[config.mk]
export PLATFORM = sky130hd
export DESIGN_NAME = rsa_precompute_flat
export DESIGN_NICKNAME = d
export VERILOG_FILES = /design/src/rtl/rsa_precompute_if.sv /design/src/rtl/rsa_precompute.sv /design/src/flat_wrapper.sv
export SDC_FILE = /design/constraint.sdc
export NUM_CORES = 2
export LEC_CHECK = 0
export CORE_ASPECT_RATIO = 1.25
export CORE_MARGIN = 5
export CORE_UTILIZATION = 37
export DETAILED_ROUTE_END_ITERATION = 12
export GPL_TIMING_DRIVEN = 0
export MAX_ROUTING_LAYER = met4
export SETUP_SLACK_MARGIN = 0.2
export SYNTH_ARGS = -nofsm -noshare
export SYNTH_HDL_FRONTEND = slang
export SYNTH_SLANG_ARGS = --single-unit
[constraint.sdc]
create_clock -name clk -period 8.7 [get_ports clk]
set_clock_uncertainty 0.1 [all_clocks]
set_input_delay 0.87 -clock clk [delete_from_list [all_inputs] [get_ports clk]]
set_output_delay 0.87 -clock clk [all_outputs]
set_load 0.02 [all_outputs]
[src/rtl/rsa_precompute_if.sv]
// rsa_precompute_if: request/result bundle between a requester and the Montgomery constant precompute block.
interface rsa_precompute_if #(parameter int WIDTH = 64);
    logic             start;
    logic [WIDTH-1:0] N;
    logic [WIDTH-1:0] N_INV;
    logic [WIDTH-1:0] R2_MOD_N;
    logic             busy;
    logic             done;
    logic             err;
    modport master (output start, N, input N_INV, R2_MOD_N, busy, done, err);
    modport slave (input start, N, output N_INV, R2_MOD_N, busy, done, err);
endinterface

[src/rtl/rsa_precompute.sv]
// rsa_precompute: bit-serial -N^-1 mod 2^WIDTH and 2^(2*WIDTH) mod N for a Montgomery exponentiation core.
module rsa_precompute #(
    parameter int WIDTH = 64
) (
    input logic           clk,
    input logic           rst_n,
    rsa_precompute_if.slave bus
);
    localparam int CW = $clog2(2 * WIDTH);
    localparam int BW = $clog2(WIDTH);
    typedef enum logic [1:0] {IDLE, INV, R2, DONE} state_t;
    state_t           state, state_nx;
    logic [WIDTH-1:0] n_q, x, t, n_inv, r2, x_nx, t_nx;
    logic [WIDTH:0]   r, d, r_nx;
    logic [CW-1:0]    cnt;
    logic [BW-1:0]    bi;
    logic             done_q, err_q, bad_q, accept, bad, inv_last, r2_last;
    // done may still be high in IDLE after an invalid-N completion; no start is taken then
    assign accept   = state == IDLE && bus.start && !done_q;
    assign bad      = !bus.N[0] || bus.N < WIDTH'(3);
    assign inv_last = cnt == CW'(WIDTH - 1);
    assign r2_last  = cnt == CW'(2 * WIDTH - 1);
    assign bi       = cnt[BW-1:0];
    assign x_nx     = t[bi] ? x | (WIDTH'(1) << bi) : x;
    assign t_nx     = t[bi] ? t + (n_q << bi) : t;
    assign d        = {r[WIDTH-1:0], 1'b0};
    assign r_nx     = d >= {1'b0, n_q} ? d - {1'b0, n_q} : d;
    always_ff @(posedge clk) begin
        if (!rst_n) state <= IDLE;
        else state <= state_nx;
    end
    always_comb begin
        state_nx = state;
        unique case (state)
            IDLE: state_nx = accept ? (bad ? DONE : INV) : IDLE;
            INV:  state_nx = inv_last ? R2 : INV;
            R2:   state_nx = r2_last ? DONE : R2;
            DONE: state_nx = IDLE;
        endcase
    end
    always_comb begin
        bus.busy = state == INV || state == R2;
    end
    always_ff @(posedge clk) begin
        if (!rst_n) begin
            n_q    <= '0;
            x      <= '0;
            t      <= '0;
            r      <= '0;
            cnt    <= '0;
            n_inv  <= '0;
            r2     <= '0;
            done_q <= 1'b0;
            err_q  <= 1'b0;
            bad_q  <= 1'b0;
        end else begin
            done_q <= (state == R2 && r2_last) || (state == DONE && bad_q);
            unique case (state)
                IDLE: if (accept) begin
                    n_q   <= bus.N;
                    bad_q <= bad;
                    err_q <= 1'b0;
                    x     <= WIDTH'(1);
                    t     <= bus.N;
                    cnt   <= CW'(1);
                    if (bad) begin
                        n_inv <= '0;
                        r2    <= '0;
                    end
                end
                // t tracks n_q*x; clearing bit cnt of t builds x = n_q^-1 one bit per cycle
                INV: begin
                    x   <= x_nx;
                    t   <= t_nx;
                    cnt <= inv_last ? '0 : cnt + 1'b1;
                    if (inv_last) begin
                        n_inv <= ~x_nx + 1'b1;
                        r     <= (WIDTH + 1)'(1);
                    end
                end
                R2: begin
                    r   <= r_nx;
                    cnt <= cnt + 1'b1;
                    if (r2_last) r2 <= r_nx[WIDTH-1:0];
                end
                DONE: if (bad_q) err_q <= 1'b1;
            endcase
        end
    end
    assign bus.N_INV    = n_inv;
    assign bus.R2_MOD_N = r2;
    assign bus.done     = done_q;
    assign bus.err      = err_q;
endmodule

[src/flat_wrapper.sv]
// flat-port wrapper written by rule: the top's interface ports become plain ports
module rsa_precompute_flat 
#(
    parameter int WIDTH = 64
)
  (clk, rst_n, bus_start, bus_N, bus_N_INV, bus_R2_MOD_N, bus_busy, bus_done, bus_err);
  rsa_precompute_if #(.WIDTH(WIDTH)) bus_i ();
  input logic clk;
  input logic rst_n;
  input wire logic [$bits(bus_i.start)-1:0] bus_start;
  input wire logic [$bits(bus_i.N)-1:0] bus_N;
  output wire logic [$bits(bus_i.N_INV)-1:0] bus_N_INV;
  output wire logic [$bits(bus_i.R2_MOD_N)-1:0] bus_R2_MOD_N;
  output wire logic [$bits(bus_i.busy)-1:0] bus_busy;
  output wire logic [$bits(bus_i.done)-1:0] bus_done;
  output wire logic [$bits(bus_i.err)-1:0] bus_err;
  assign bus_i.start = bus_start;
  assign bus_i.N = bus_N;
  assign bus_N_INV = bus_i.N_INV;
  assign bus_R2_MOD_N = bus_i.R2_MOD_N;
  assign bus_busy = bus_i.busy;
  assign bus_done = bus_i.done;
  assign bus_err = bus_i.err;
  rsa_precompute #(.WIDTH(WIDTH)) u_core (.clk(clk), .rst_n(rst_n), .bus(bus_i));
endmodule
==> flow_metrics.env <==
export IMPL_rr_worst_depth=22
export IMPL_nets=4274
export IMPL_antenna_left=0
export IMPL_power_share_combinational_pct=27.7
export IMPL_drive_above_1_share_pct=5.27
export IMPL_cts_tree="done"
export IMPL_synthDistinctLibCells=92
export IMPL_cp_end_kind="flip-flop"
export IMPL_syn_num_nets=4029
export IMPL_die_h_microns=323
export IMPL_power_internal_mw=3.57
export IMPL_cts_setup_buffers=0
export IMPL_dr_pass1_iters=5
export IMPL_min_to="u_core.bus.N_INV[28]$_SDFFE_PN0P_"
export IMPL_grt_max_degree=14
export IMPL_routed_wl_microns=130000
export IMPL_r2r_start="u_core.cnt[1]$_SDFFE_PN0P_"
export IMPL_p_sw_mw=1.93
export IMPL_maxCapViolations=1
export IMPL_setup_violations=0
export IMPL_grt_ovfl_total=0
export IMPL_cts_made_buffers=46
export IMPL_fin_crit_sh_pct=93.9
export IMPL_worstHoldPathCells=2
export IMPL_stdcell_area_sq_um=33800
export IMPL_hold_violations=0
export IMPL_final_cell_mix="nand2_1, a21oi_1, dfxtp_1"
export IMPL_cp_required_ns=9.11
export IMPL_worstHoldStart="u_core.bus.N_INV[28]$_SDFFE_PN0P_"
export IMPL_clock_latency_ns=0.61
export IMPL_grt_setup_unrepaired="false"
export IMPL_netlist_instances=3822
export IMPL_async_flop_share_pct=0
export IMPL_root_buffer="clkbuf_16"
export IMPL_drc=0
export IMPL_ys_ff_latch=396
export IMPL_max_freq_mhz=122
export IMPL_r2r_end="u_core.t[59]$_SDFFE_PN0P_"
export IMPL_cts_clk_slew_worst_paths_ns=0.06
export IMPL_drt_initial_drc_count=2692
export IMPL_viasPerCell=5.88
export IMPL_synth_edf_count=0
export IMPL_design_core_area_sq_um=77500
export IMPL_hp_class="reg -> reg"
export IMPL_worst_pin_slew_ns=1.51
export IMPL_start_util_pct=37.3
export IMPL_violations="capacitance limit, slew limit"
export IMPL_ir_drop_mv=0.145
export IMPL_h_tree_depth=2
export IMPL_fin_ws_ns=0.532
export IMPL_max_slew_margin_rel_pct=-0.373
export IMPL_cts_sinks=396
export IMPL_fin_crit_ns=8.17
export IMPL_synth_warnings=0
export IMPL_die_w_microns=260
export IMPL_powerDensity_nw_per_um2=163
export IMPL_yosysSeqAreaShare_pct=27.4
export IMPL_crit_path_frequent_cell="nor2_1"
export IMPL_dp_hpwl_microns=104000
export IMPL_placedInstanceArea_sq_um=32200
export IMPL_cts_path_max_buffers=3
export IMPL_port_buffers=197
export IMPL_path_cells="clkbuf_2 > buf_2 > buf_1 > clkbuf_1 > mux4_2 > nand2_1 > nand2_1 > o21ai_0 > nor2_1 > nor2_1 > nor2_1 > ha_1 > clkbuf_1 > a21o_1 > a211oi_1 > o311ai_0 > o2111ai_1 > o211ai_1 > a31oi_1 > o21ai_0 > xnor2_1 > a311oi_1"
export IMPL_die_area_sq_um=83900
export IMPL_place_congestion=1.06
export IMPL_num_vias=30281
export IMPL_place_ws_ns=-0.506
export IMPL_crit_type="reg -> reg"
export IMPL_synth_flop_cell="dfxtp_1"
export IMPL_antenna_found_initial=3
export IMPL_path_max_fanout=19
export IMPL_rows=114
export IMPL_worst_path_largest_cell_delay_ns=0.67
export IMPL_worst_ep_arrival_time_ns=8.58
export IMPL_power_frac_clock_pct=36.7
export IMPL_grt_pass1_vias=29879
export IMPL_switching_share_pct=35.1
export IMPL_crit_path_start_kind="flip-flop"
export IMPL_syn2layout_area_growth_pct=16.8
export IMPL_groute_usage_overall_pct=30.7
export IMPL_r2r_slack_ns=0.53
export IMPL_grt_pass1_wl_microns=191000
export IMPL_io_pins=198
export IMPL_synth_area_per_cell_sq_um=7.57
export IMPL_hold_buffers=0
export IMPL_wl_per_cell_microns=25.3
export IMPL_seqPwrFrac_pct=35.6
export IMPL_status="finished, violations left"
export IMPL_final_common_cell="nand2_1"
export IMPL_drv_slew=10
export IMPL_p_leak_nw=13.1
export IMPL_cpMaxStageDelayCell="buf_2"
export IMPL_syn_cell_area_sq_um=28900
==> metal layers <==
layer / part of all wire, % / up-vias / global-route usage, %
met3: 5.6 / 412 / 3.95
met4: 8.4 / 0 / 20.2
met5: 0 / - / -
met1: 37 / 14365 / 33.5
met2: 49 / 1232 / 52.6
li1: - / 14272 / -
==> cells in the mapped netlist, types with 13 or more instances <==
| cell | count | share of area [%] |
|---|---|---|
| inv_1 | 135 | 1.8 |
| a21o_1 | 66 | 1.7 |
| a32oi_1 | 23 | 0.70 |
| nor3_1 | 80 | 1.4 |
| a211oi_1 | 63 | 1.6 |
| o22ai_1 | 20 | 0.43 |
| xnor2_1 | 98 | 3.0 |
| o211ai_1 | 25 | 0.65 |
| nand2_1 | 576 | 7.5 |
| a22oi_1 | 22 | 0.57 |
| and2_1 | 25 | 0.54 |
| clkbuf_1 | 228 | 3.0 |
| xor2_1 | 70 | 2.1 |
| nor2_1 | 353 | 4.6 |
| nand4_1 | 61 | 1.3 |
| nand3_1 | 52 | 0.90 |
| buf_1 | 25 | 0.32 |
| o21ai_0 | 328 | 5.7 |
| nor4_1 | 23 | 0.50 |
| ha_1 | 138 | 6.0 |
| and3_1 | 22 | 0.48 |
| mux4_2 | 67 | 5.2 |
| or3_1 | 15 | 0.32 |
| o21a_1 | 19 | 0.49 |
| o21bai_1 | 36 | 0.93 |
| or2_2 | 13 | 0.28 |
| a31oi_1 | 51 | 1.1 |
| nor2b_1 | 20 | 0.43 |
| dfxtp_1 | 396 | 27 |
| a21oi_1 | 409 | 7.1 |
| mux2i_1 | 134 | 4.6 |
==> worst max-delay path by stage <==
stage | start | to | slack (ns)
CTS | u_core.cnt[0]$_SDFFE_PN0P_ | u_core.t[61]$_SDFFE_PN0P_ | 0.24
finish | u_core.cnt[1]$_SDFFE_PN0P_ | u_core.t[59]$_SDFFE_PN0P_ | 0.53
floorplan | u_core.cnt[0]$_SDFFE_PN0P_ | u_core.t[58]$_SDFFE_PN0P_ | 3.09
global placement | u_core.cnt[1]$_SDFFE_PN0P_ | u_core.t[61]$_SDFFE_PN0P_ | -0.48
global route | u_core.cnt[1]$_SDFFE_PN0P_ | u_core.t[61]$_SDFFE_PN0P_ | 0.34
detailed placement | u_core.cnt[1]$_SDFFE_PN0P_ | u_core.t[61]$_SDFFE_PN0P_ | -0.51
==> final cells by class <==
cell class | instances | area, sq um
fillers | 8120 | 43700
diodes | 3 | 7.51
flip-flops and latches | 396 | 7930
clock inverters | 22 | 239
plain buffers | 268 | 1060
inverters | 136 | 510
well taps | 1044 | 1310
clock buffers | 61 | 1290
multi-input cells | 3021 | 19400
repair buffers | 198 | 1990
==> power by group through the flow <==
stage / clock network, mW / registers (mW) / logic [mW]
final: 2.02 / 1.96 / 1.53
after global routing: 2.12 / 1.96 / 1.64
after CTS: 2.06 / 1.95 / 1.50
after detailed placement: 0 / 1.99 / 1.49
after global placement: 0 / 1.99 / 1.49
after floorplan: 0 / 1.96 / 1.01
==> registers in the layout (all words and copies together), names as in the netlist <==
| name | flops |
|---|---|
| u_core.bus.N_INV | 64 |
| u_core.bus.R2_MOD_N | 64 |
| u_core.n_q | 64 |
| u_core.r | 64 |
| u_core.t | 64 |
| u_core.x | 64 |
| u_core.cnt | 7 |
| u_core.state | 2 |
| u_core.bad_q | 1 |
| u_core.bus.done | 1 |
| u_core.bus.err | 1 |
==> what timing repair did <==
action / in CTS / in global routing
gates resized for setup: 3 / 4
pin swaps: 0 / 0
setup endpoints to repair: 14 / 5
cloned: 0 / 0
==> stage by stage <==
| step | setup TNS [ns] | power (mW) | hold slack [ns] | instances | util [%] |
|---|---|---|---|---|---|
| 3_3_place_gp | -1.47 | 3.49 | 0.334 | 5063 | 41.6 |
| 2_1_floorplan | 0 | 2.97 | 0.349 | 3822 | - |
| 6_report | 0 | 5.50 | 0.344 | 5149 | 43.6 |
| 4_1_cts | 0 | 5.51 | 0.349 | 5146 | 43.6 |
| 5_1_grt | 0 | 5.72 | 0.369 | 5149 | 43.6 |
| 3_5_place_dp | -1.55 | 3.48 | 0.340 | 5063 | 41.6 |
==> logic make-up after synthesis <==
group	Yosys count	share of synthesized area [%]
AO/OA/AOI/OAI	1189	24.9
XOR/XNOR	168	5.09
adder cells (fa/ha/maj)	140	6.11
buffers and inverters	405	5.44
flip-flops	396	27.4
multiplexers	218	10.9
AND/OR/NAND/NOR	1306	20.2
==> critical path, delay by kind of cell (launching register included) <==
| family | cells | cell delay (ns) |
|---|---|---|
| compound gates | 9 | 3.27 |
| buf+inv | 5 | 2.51 |
| simple gates | 5 | 0.73 |
| flops | 1 | 0.54 |
| mux | 1 | 0.42 |
| fa+ha+maj | 1 | 0.28 |
| xor+xnor | 1 | 0.17 |
No activity file was read; power rests on OpenSTA's default activity.
